### src/rtl/fetch_pkg.sv
// Shared types and constants for the instruction fetch front end.
package fetch_pkg;

  localparam int unsigned WORD_BYTES = 4;

  typedef enum logic [1:0] {
    FETCH = 2'd0,
    WAIT  = 2'd1,
    DROP  = 2'd2
  } fetch_state_t;

  typedef struct packed {
    logic [31:0] instr;
    logic [31:0] pc;
  } fetch_entry_t;

  function automatic logic [31:0] align_word(input logic [31:0] a);
    return a & ~32'(WORD_BYTES - 1);
  endfunction

endpackage

### src/rtl/fetch_fifo.sv
// Small synchronous FIFO of fetched {instr, pc} entries; flush beats push.
module fetch_fifo
  import fetch_pkg::*;
#(
  parameter int DEPTH = 2
) (
  input  logic                     clk,
  input  logic                     reset,
  input  logic                     push,
  input  logic                     pop,
  input  logic                     flush,
  input  fetch_entry_t             din,
  output logic                     full,
  output logic                     empty,
  output logic [$clog2(DEPTH):0]   count,
  output fetch_entry_t             head
);
  localparam int AW = $clog2(DEPTH);

  fetch_entry_t   mem [DEPTH];
  logic [AW-1:0]  rd_ptr;
  logic [AW-1:0]  wr_ptr;
  logic           do_push;
  logic           do_pop;

  assign full    = (count == (AW + 1)'(DEPTH));
  assign empty   = (count == '0);
  assign do_push = push && !full;
  assign do_pop  = pop && !empty;
  assign head    = mem[rd_ptr];

  always_ff @(posedge clk or posedge reset) begin
    if (reset) begin
      // NOTE: storage is reset so the head (instr/instr_pc) reads zero out of reset.
      for (int i = 0; i < DEPTH; i++) mem[i] <= '0;
      rd_ptr <= '0;
      wr_ptr <= '0;
      count  <= '0;
    end else if (flush) begin
      rd_ptr <= '0;
      wr_ptr <= '0;
      count  <= '0;
    end else begin
      if (do_push) begin
        mem[wr_ptr] <= din;
        wr_ptr      <= wr_ptr + 1'b1;
      end
      if (do_pop) rd_ptr <= rd_ptr + 1'b1;
      unique case ({do_push, do_pop})
        2'b10:   count <= count + 1'b1;
        2'b01:   count <= count - 1'b1;
        default: ;
      endcase
    end
  end

endmodule

### src/rtl/instr_fetch_unit.sv
// Instruction fetch front end: fetch PC, credit-limited imem req/ack, output FIFO,
// branch redirect with drop of the in-flight stale fetch.
module instr_fetch_unit
  import fetch_pkg::*;
#(
  parameter logic [31:0] RESET_PC = 32'h0000_0000,
  parameter int          DEPTH    = 2
) (
  input  logic        clk,
  input  logic        reset,
  output logic        imem_req,
  output logic [31:0] imem_addr,
  input  logic        imem_ack,
  input  logic [31:0] imem_rdata,
  output logic        instr_valid,
  output logic [31:0] instr,
  output logic [31:0] instr_pc,
  input  logic        instr_ready,
  input  logic        redirect,
  input  logic [31:0] redirect_pc
);
  localparam int CW = $clog2(DEPTH) + 1;

  fetch_state_t  state_q, state_d;
  logic          req_q, req_d;
  logic [31:0]   addr_q, addr_d;
  logic [31:0]   pc_q, pc_d;

  logic          xfer, push, pop, flush, can_issue;
  logic          fifo_full, fifo_empty;
  logic [CW-1:0] fifo_count, occ_next;
  logic [31:0]   target;
  fetch_entry_t  fifo_din, fifo_head;

  fetch_fifo #(.DEPTH(DEPTH)) u_fifo (
    .clk   (clk),
    .reset (reset),
    .push  (push),
    .pop   (pop),
    .flush (flush),
    .din   (fifo_din),
    .full  (fifo_full),
    .empty (fifo_empty),
    .count (fifo_count),
    .head  (fifo_head)
  );

  always_ff @(posedge clk or posedge reset) begin
    if (reset) begin
      state_q <= FETCH;
      req_q   <= 1'b0;
      addr_q  <= RESET_PC;
      pc_q    <= RESET_PC;
    end else begin
      // NOTE: non-blocking so every register samples the pre-edge values together.
      state_q <= state_d;
      req_q   <= req_d;
      addr_q  <= addr_d;
      pc_q    <= pc_d;
    end
  end

  // In WAIT, addr_q equals pc_q; in DROP, addr_q holds the stale request while pc_q tracks the target.
  always_comb begin
    // NOTE: defaults first so no path through this block leaves a variable unassigned (no latch).
    state_d = state_q;
    req_d   = req_q;
    addr_d  = addr_q;
    pc_d    = pc_q;
    unique case (state_q)
      FETCH: begin
        if (redirect) pc_d = target;
        if (can_issue) begin
          req_d   = 1'b1;
          addr_d  = pc_d;
          state_d = WAIT;
        end
      end
      WAIT: begin
        if (xfer) begin
          pc_d = redirect ? target : pc_q + 32'(WORD_BYTES);
          if (can_issue) begin
            req_d  = 1'b1;
            addr_d = pc_d;
          end else begin
            req_d   = 1'b0;
            state_d = FETCH;
          end
        end else if (redirect) begin
          pc_d    = target;
          state_d = DROP;
        end
      end
      DROP: begin
        if (redirect) pc_d = target;
        if (xfer) begin
          if (can_issue) begin
            req_d   = 1'b1;
            addr_d  = pc_d;
            state_d = WAIT;
          end else begin
            req_d   = 1'b0;
            state_d = FETCH;
          end
        end
      end
      default: state_d = FETCH;
    endcase
  end

  // Credit test uses post-edge occupancy: a new request needs a free slot beyond what is queued.
  always_comb begin
    target      = align_word(redirect_pc);
    xfer        = req_q && imem_ack;
    flush       = redirect;
    pop         = !fifo_empty && instr_ready;
    push        = xfer && (state_q != DROP) && !redirect && (!fifo_full || pop);
    fifo_din    = '{instr: imem_rdata, pc: addr_q};
    occ_next    = flush ? '0 : fifo_count + CW'(push) - CW'(pop);
    can_issue   = (occ_next < CW'(DEPTH));
    imem_req    = req_q;
    imem_addr   = addr_q;
    instr_valid = !fifo_empty;
    instr       = fifo_head.instr;
    instr_pc    = fifo_head.pc;
  end

endmodule

### config.mk
export PLATFORM = sky130hd
export DESIGN_NAME = instr_fetch_unit
export DESIGN_NICKNAME = d
export VERILOG_FILES = /design/src/rtl/fetch_pkg.sv /design/src/rtl/fetch_fifo.sv /design/src/rtl/instr_fetch_unit.sv
export SDC_FILE = /design/constraint.sdc
export NUM_CORES = 1
export LEC_CHECK = 0
export CORE_UTILIZATION = 30
export DETAILED_ROUTE_END_ITERATION = 8
export PLACE_DENSITY = 0.52
export SLEW_MARGIN = 20
export SYNTH_ARGS = -nofsm -noshare
export SYNTH_HDL_FRONTEND = slang
export SYNTH_SLANG_ARGS = --single-unit
### constraint.sdc
create_clock -name clk -period 16.5 [get_ports clk]
set_input_delay 1.65 -clock clk [delete_from_list [all_inputs] [get_ports clk]]
set_output_delay 1.65 -clock clk [all_outputs]
set_load 0.005 [all_outputs]
==> results of run 1 <==
-- flip-flops by register name (all words and copies together), names as in the netlist --
signal,cells
imem_req,1
u_fifo.count,2
pc_q,32
imem_addr,32
state_q,2
u_fifo.wr_ptr,1
u_fifo.mem,128
u_fifo.rd_ptr,1
-- worst min-delay path by stage --
stage,endpoint,slack [ns],depth (start not counted)
6_report,pc_q[0],0.48,1
4_1_cts,pc_q[0],0.48,1
3_5_place_dp,pc_q[1],0.46,1
2_1_floorplan,pc_q[0],0.44,1
5_1_grt,pc_q[0],0.50,1
3_3_place_gp,u_fifo.mem[91],0.46,1
-- synth_stat cells, types with 6 or more instances --
master and count:
o21ai_0 33, buf_1 6, nand4_1 20, dfrtp_1 199
nand2_1 33, ha_1 7, mux2i_1 9, inv_1 16
o311ai_0 6, clkbuf_1 32, o31ai_1 11, and4_1 9
buf_2 22, mux2_2 215, nor3_1 15, xnor2_1 10
a22oi_1 6, and2_1 7, nor2_1 44, mux2_1 7
nand3_1 22, a21oi_1 38, o22a_1 7, nor4_1 17
-- placed cells by master, fill, tap and decap left out, drive strengths merged, types with 12 or more instances in the layout --
master         instances
mux2                 222
dfrtp                199
clkdlybuf4s50        163
nor2                  45
a21oi                 38
nand2                 34
o21ai                 33
nand3                 22
nand4                 21
inv                   20
clkbuf                19
nor4                  18
nor3                  17
buf                   12
-- layer usage --
layer	vias up	global-route usage, %
li1	3592	-
met1	3816	22.9
met2	190	25.3
met3	24	2.94
met4	0	4.10
met5	-	0
-- kinds of logic (layout without fill, tap and decap cells) --
logic type	count (synthesis)	in the layout	share of synthesized area (%)
compound gates	156	156	10.3
xor+xnor	15	15	1.27
fa+ha+maj	7	7	0.846
buf+inv	81	221	3.35
flops	199	199	48.1
mux	231	231	25.0
simple gates	209	209	11.1
-- cell type report --
| cell class | instances | share of cell area [%] |
|---|---|---|
| clock buffer | 19 | 3.41 |
| clock inverter | 10 | 1.13 |
| inverter | 17 | 0.549 |
| multi-input combinational | 618 | 38.8 |
| sequential | 199 | 38.4 |
| tap | 448 | 4.32 |
| timing repair buffer | 175 | 13.4 |
-- per-stage QoR --
stage	area (µm²)	hold WS [ns]	worst slack [ns]	util [%]	total power [W]
5_1_grt	13000	0.503	11.87	38.5	0.00237
3_3_place_gp	12400	0.464	11.66	36.7	0.00178
6_report	13000	0.481	12.10	38.5	0.00221
3_5_place_dp	12400	0.463	11.57	36.7	0.00180
4_1_cts	13000	0.484	12.07	38.4	0.00224
2_1_floorplan	10300	0.445	9.42	-	0.00137
-- power breakdown --
part / switching, W / internal, W
registers: 0.000165 / 0.000703
logic: 0.000354 / 0.000555
clock network: 0.000190 / 0.000242
total: 0.000709 / 0.00150
==> impl_metrics.json, run 1 <==
{
  "worstPathArrival_ns": 4.71,
  "rsz0062_at_grt": "no",
  "post-cts-setup-buffers": 0,
  "pin_count": 167,
  "place_hpwl_mm": 18.8,
  "hold_buffers": 0,
  "stdcell_count": 1486,
  "critPathKind": "in2reg",
  "cts_buffer_depth": 2,
  "wl_met3_mm": 1.13,
  "synth-edff-count": 0,
  "grt_max_degree": 126,
  "top_layer": "met4",
  "crit_path_start": "instr_ready",
  "synth_warnings": 0,
  "cts.sinks": 199,
  "timing.rr.start": "u_fifo.count[1]",
  "first_global_vias": 7650,
  "postRouteAntennaNets": 0,
  "start_util_pct": 30.7,
  "viasPerCell": 5.13,
  "wl_met2_mm": 12.8,
  "synth-seq-area-share_pct": 48.1,
  "multi_input_area_um2": 5040,
  "crit_family": "simple AND/OR/NAND/NOR gates",
  "endpoint": "imem_addr[11]",
  "cts_tree": "done",
  "fillers": 3327,
  "overflow": 0,
  "seqCellArea_um2": 4980,
  "crit_required_ns": 16.81,
  "antenna_found_initial": 0,
  "drive_gt1_share_pct": 26.4,
  "dr.pass1.iters": 5,
  "reg2reg_slack_ns": 13.09,
  "clk_latency_ns": 0.44,
  "synth_area_um2": 10300,
  "syn_nets": 974,
  "min_from": "pc_q[0]",
  "grt_pass1_wl_mm": 44.6,
  "setup-violations-final": 0,
  "cp.buffers_inverters": 1,
  "dieHeight_um": 188,
  "avgSynthCellArea_um2": 11.5,
  "htree_num_levels": 4,
  "fin_setup_tns_ns": 0,
  "syn_to_final_growth_pct": 25.5,
  "slew_headroom_pct": 38.5,
  "rr_worst_depth": 7,
  "die_area_um2": 35200,
  "synth.area.top_cells": "dfrtp_1, mux2_2, a21oi_1",
  "synth_cell_types": 70,
  "synth_top_cell_by_area": "dfrtp_1",
  "drv_cap": 0,
  "core_area_um2": 33700,
  "drt_iter0_drc": 366,
  "crit_path_end_kind": "flop",
  "cts.clk_slew.worst_paths_ns": 0.07,
  "critPathLaunchType": "input port",
  "synthCells": 898,
  "num_rows": 67,
  "critPathMaxStageDelay_ns": 0.76,
  "synth-seq-cells": 199,
  "track_usage_pct": 16.2,
  "async_flop_share_pct": 100,
  "wl_met1_mm": 13.6,
  "vias": 7622,
  "crit_fanout": 25,
  "n_antenna_cell": 0,
  "synth.top_cell.area_share_pct": 48.1,
  "ys.flop_type": "dfrtp_1",
  "fin_skew_ns": 0.0151,
  "powerDensity_nw_per_um2": 170,
  "max-vdd-ir-drop_mv": 0.0774,
  "die_w_um": 188,
  "drv_slew": 0,
  "fin_nets": 1104,
  "placedCellCount": 1456,
  "layout_min_cycle_time_ns": 4.40,
  "outcome": "finished, final reports clean",
  "drc": 0,
  "cts_resized": 0,
  "leakage_nw": 5.06,
  "crit_chain": "clkdlybuf4s50_1 > and2_1 > ha_1 > o311ai_0 > o211ai_2 > nor2_4 > mux2_2",
  "r2r_end": "imem_addr[11]",
  "crit_cells": 7,
  "port-buffer-count": 164,
  "gp_congestion": 0.844,
  "hp-class": "reg2reg",
  "fin_crit_sh_pct": 26.7,
  "max_freq_ghz": 0.227,
  "cts.root.buffer_cell": "clkbuf_16",
  "numCtsBuffers": 17,
  "slowest_stage": "nor2_4",
  "avgRoutedWirePerCell_um": 18.8,
  "routed_wl_mm": 27.9,
  "tightest_slew_ns": 0.922,
  "hold_violations": 0
}
Power figures use the tool's default switching activity.
==> run 2: changes to the inputs <==
Settings changed: PLACE_DENSITY 0.52 to 0.54.
Clock period 16.5 ns to 3.7 ns, I/O delays scaled along.
==> run 2 against run 1 <==
- non-clock buffer count increased by 11
- combinational power grew to 4.5 times the previous value
- cell count up 0.94%
- highest routed layer unchanged
- core utilization rose by 0.40 points
- sequential power grew to 4.5 times the previous value
- critical path type is now reg2reg
- clock power rose to 4.6 times the previous value
- largest cell class unchanged
- first-iteration DRC count shrank 10%
==> impl_metrics.json, run 2 (same netlist as run 1, synthesis figures left out) <==
{
  "outcome": "finished, final reports clean",
  "gp_congestion": 0.851,
  "wl_met3_mm": 1.28,
  "n_antenna_cell": 0,
  "clkPwrFrac_pct": 20.0,
  "layout_commonest_cell": "mux2_2",
  "cts_buffer_depth": 2,
  "num_rows": 67,
  "pre_cts_ws_ns": 0.450,
  "switchingPower_w": 0.00321,
  "critPathMaxStageDelay_ns": 0.48,
  "hp-class": "in2async",
  "slowest_stage": "dfrtp_1",
  "rr_worst_depth": 8,
  "clk_latency_ns": 0.46,
  "setup_slack_ns": 0.628,
  "start_util_pct": 30.7,
  "pwr-share-comb_pct": 40.9,
  "critPathLaunchType": "flop",
  "wl_met1_mm": 13.5,
  "dr.pass1.iters": 5,
  "wl_met2_mm": 12.8,
  "rsz0062_at_grt": "no",
  "drv_cap": 0,
  "top_layer": "met4",
  "seq_power_share_pct": 39.2,
  "grt_pass1_wl_mm": 44.8,
  "postRouteAntennaNets": 0,
  "overflow": 0,
  "setup-violations-final": 0,
  "crit_fanout": 18,
  "numCtsBuffers": 17,
  "cts_resized": 0,
  "intPower_w": 0.00674,
  "htree_num_levels": 4,
  "seqCellArea_um2": 4980,
  "port-buffer-count": 164,
  "cts.sinks": 199,
  "slew_headroom_pct": 41.7,
  "fin_setup_tns_ns": 0,
  "drt_iter0_drc": 329,
  "leakage_nw": 5.14,
  "die_w_um": 188,
  "final_cell_mix": "mux2_2, dfrtp_1, clkdlybuf4s50_1, nor2_1, a21oi_1",
  "routed_wl_mm": 28.0,
  "power.total_w": 0.00996,
  "largest_reg_flops": 128,
  "post-cts-setup-buffers": 0,
  "fin_crit_sh_pct": 83.0,
  "fin_skew_ns": 0.0195,
  "hold-worst-slack_ns": 0.280,
  "drv_slew": 0,
  "fillers": 3304,
  "final_core_util_pct": 38.9,
  "cts.root.buffer_cell": "clkbuf_16",
  "avgRoutedWirePerCell_um": 18.7,
  "pin_count": 167,
  "antenna_found_initial": 0,
  "vias": 7777,
  "crit_path_end_kind": "flop",
  "layout_min_cycle_time_ns": 3.07,
  "hold_violations": 0,
  "fin_nets": 1115,
  "syn_to_final_growth_pct": 26.8,
  "power.share.switching_pct": 32.3,
  "crit_required_ns": 4.03,
  "drive_gt1_share_pct": 27.3,
  "viasPerCell": 5.18,
  "powerDensity_nw_per_um2": 759,
  "place_hpwl_mm": 19.5,
  "cts.clk_slew.worst_paths_ns": 0.09,
  "hold_buffers": 0,
  "critPathKind": "reg2reg",
  "multi_input_area_um2": 5030,
  "die_area_um2": 35200,
  "drc": 0,
  "core_area_um2": 33700,
  "top_register": "u_fifo.mem",
  "track_usage_pct": 16.3,
  "max-vdd-ir-drop_mv": 0.409,
  "crit_chain": "or2_2 > and2_1 > ha_1 > o311ai_0 > o211ai_2 > nor2_4 > buf_12 > mux2_2",
  "first_global_vias": 7699,
  "worstPathArrival_ns": 3.40,
  "max_freq_ghz": 0.326,
  "dieHeight_um": 188,
  "cts_tree": "done",
  "tightest_slew_ns": 0.867,
  "grt_max_degree": 76
}
==> run 2: final cells by class <==
class / count / share of cell area [%]
sequential: 199 / 38.0
inverter: 17 / 0.515
timing repair buffer: 186 / 14.2
clock inverter: 15 / 1.42
tap: 448 / 4.27
multi-input combinational: 618 / 38.4
clock buffer: 17 / 3.24
==> run 2: path summary, 6_finish.rpt <==
kind / start / to / slack, ns
max: u_fifo.count[1] / imem_addr[2] / 0.63
min: reset / pc_q[17] / 0.28
max reg2reg: u_fifo.count[1] / imem_addr[2] / 0.63
min reg2reg: pc_q[0] / pc_q[0] / 0.48
max in group asynchronous: reset / u_fifo.mem[42] / 2.67
min in group clk: redirect / u_fifo.count[0] / 0.37
==> run 2: through the flow <==
step                instance area [µm²]  instances
floorplan                         10400        898
global route                      13100       1500
CTS                               13100       1500
detailed placement                12500       1468
global placement                  12500       1468
finish                            13100       1500
==> run 2: critical path: cells and delay by family, from the launching register on <==
kind / cells / cell delay, ns
and+or+nand+nor: 3 / 0.85
AOI/OAI and AO/OA: 2 / 0.71
DFF: 1 / 0.48
muxes: 1 / 0.34
adders and majority gates: 1 / 0.33
buffers and inverters: 1 / 0.21
==> run 2: power by group through the flow <==
stage | clock, W | sequential (W) | combinational (W)
floorplan | 0 | 0.00363 | 0.00247
global placement | 0 | 0.00391 | 0.00407
detailed placement | 0 | 0.00395 | 0.00410
CTS | 0.00206 | 0.00391 | 0.00413
global route | 0.00215 | 0.00407 | 0.00442
finish | 0.00199 | 0.00390 | 0.00407
==> run 2: routing by layer <==
layer	GRT usage, %	vias up
met2	25.4	199
met3	2.99	25
met5	0	-
met4	5.10	0
met1	22.7	3924
li1	-	3629
==> run 3: changes to the inputs <==
Settings changed: PLACE_DENSITY 0.54 to 0.52.
Clock period 3.7 ns to 3.01 ns, I/O delays scaled along.
==> run 3 against run 2 <==
- cell count rose by 0.73%
- register-to-register slack got worse by 0.38 ns
- fmax rose by 11%
- via count fell by 0.60%
- die area did not move
- global-route usage fell by 0.14 points
- worst setup slack got worse by 0.38 ns
- sequential power rose by 22%
- combinational power rose by 26%
- core utilization rose by 0.30 points
- power rose by 24%
- highest routed layer unchanged
==> impl_metrics.json, run 3 (same netlist as run 1, synthesis figures left out) <==
{
  "outcome": "finished, final reports clean",
  "top_register": "u_fifo.mem",
  "power.share.switching_pct": 32.1,
  "pwr-share-comb_pct": 41.6,
  "numCtsBuffers": 17,
  "vias": 7730,
  "fin_setup_tns_ns": 0,
  "start_util_pct": 30.7,
  "avgRoutedWirePerCell_um": 18.6,
  "crit_chain": "or2_2 > and2_1 > ha_1 > or3_1 > o211ai_2 > buf_4 > or2_0 > o21ai_0",
  "n_antenna_cell": 0,
  "clkPwrFrac_pct": 19.8,
  "switchingPower_w": 0.00394,
  "power.total_w": 0.0123,
  "worstPathArrival_ns": 3.06,
  "core_area_um2": 33700,
  "postRouteAntennaNets": 0,
  "port-buffer-count": 164,
  "rsz0062_at_grt": "no",
  "layout_commonest_cell": "mux2_2",
  "die_w_um": 188,
  "crit_fanout": 8,
  "die_area_um2": 35200,
  "crit_family": "simple AND/OR/NAND/NOR gates",
  "setup_slack_ns": 0.245,
  "num_rows": 67,
  "largest_reg_flops": 128,
  "place_hpwl_mm": 19.5,
  "track_usage_pct": 16.1,
  "max-vdd-ir-drop_mv": 0.515,
  "dieHeight_um": 188,
  "drv_slew": 0,
  "crit_path_end_kind": "flop",
  "cts_tree": "done",
  "max_freq_ghz": 0.362,
  "pre_cts_ws_ns": 0.174,
  "antenna_found_initial": 0,
  "grt_max_degree": 92,
  "cp.buffers_inverters": 1,
  "hold_violations": 0,
  "drv_cap": 0,
  "seq_power_share_pct": 38.6,
  "gp_congestion": 0.863,
  "tightest_slew_ns": 0.725,
  "critPathLaunchType": "flop",
  "grt_pass1_wl_mm": 44.7,
  "cts.sinks": 199,
  "cts.clk_slew.worst_paths_ns": 0.08,
  "hp-class": "in2reg",
  "layout_min_cycle_time_ns": 2.76,
  "cts.root.buffer_cell": "clkbuf_16",
  "htree_num_levels": 4,
  "drive_gt1_share_pct": 28.0,
  "dr.pass1.iters": 5,
  "overflow": 0,
  "slowest_stage": "dfrtp_1",
  "drt_iter0_drc": 296,
  "critPathKind": "reg2reg",
  "syn_to_final_growth_pct": 27.8,
  "leakage_nw": 5.20,
  "drc": 0,
  "final_cell_mix": "mux2_2, dfrtp_1, clkdlybuf4s50_1, nor2_1, a21oi_1",
  "cts_buffer_depth": 2,
  "slew_headroom_pct": 51.2,
  "fin_crit_sh_pct": 91.9,
  "critPathMaxStageDelay_ns": 0.43,
  "first_global_vias": 7783,
  "intPower_w": 0.00836,
  "routed_wl_mm": 28.1,
  "crit_required_ns": 3.30,
  "fin_nets": 1126,
  "clk_latency_ns": 0.44,
  "pin_count": 167,
  "fin_skew_ns": 0.0168,
  "viasPerCell": 5.12,
  "powerDensity_nw_per_um2": 931,
  "final_core_util_pct": 39.2,
  "setup-violations-final": 0
}
-- run 3: power by group through the flow --
| stage | clock network [W] | logic, W | registers, W |
|---|---|---|---|
| 6_report | 0.00244 | 0.00512 | 0.00475 |
| 5_1_grt | 0.00263 | 0.00556 | 0.00496 |
| 4_1_cts | 0.00254 | 0.00517 | 0.00477 |
| 3_5_place_dp | 0 | 0.00514 | 0.00482 |
| 3_3_place_gp | 0 | 0.00509 | 0.00478 |
| 2_1_floorplan | 0 | 0.00303 | 0.00446 |
-- run 3: per-layer routing --
| metal | GRT usage (%) | wire, µm | up-vias |
|---|---|---|---|
| met4 | 5.47 | 670 | 0 |
| met1 | 23.2 | 13700 | 3862 |
| met2 | 24.6 | 12600 | 191 |
| met3 | 2.45 | 1040 | 33 |
| li1 | - | - | 3644 |
| met5 | 0 | 0 | - |
-- run 3: timing repair --
action	CTS	global route
gates resized for setup	0	2
buffers inserted	0	1
setup endpoints to repair	0	3
hold buffers	0	0
-- run 3: layout make-up --
cell class / instances / area (µm²)
Tap cell: 448 / 561
Multi-Input combinational cell: 618 / 5040
Inverter: 17 / 67.6
Clock buffer: 18 / 429
Clock inverter: 14 / 185
Fill cell: 3323 / 20500
Timing Repair Buffer: 197 / 1960
Sequential cell: 199 / 4980
-- run 3: final timing paths --
| check | slack [ns] | depth (start not counted) | to | startpoint |
|---|---|---|---|---|
| max | 0.25 | 8 | imem_addr[26] | u_fifo.count[0] |
| min | 0.30 | 2 | u_fifo.count[0] | redirect |
| max reg2reg | 0.25 | 8 | imem_addr[26] | u_fifo.count[0] |
| min reg2reg | 0.48 | 1 | pc_q[1] | pc_q[1] |
| max in group asynchronous | 2.17 | 3 | u_fifo.mem[68] | reset |
| min in group asynchronous | 0.39 | 3 | u_fifo.mem[18] | reset |
-- run 3: through the flow --
| stage | instances | hold WS, ns | cell area [µm²] |
|---|---|---|---|
| after floorplan | 898 | 0.417 | 10400 |
| after global placement | 1478 | 0.463 | 12600 |
| after detailed placement | 1478 | 0.465 | 12600 |
| after CTS | 1510 | 0.287 | 13200 |
| after global routing | 1511 | 0.326 | 13200 |
| final | 1511 | 0.300 | 13200 |
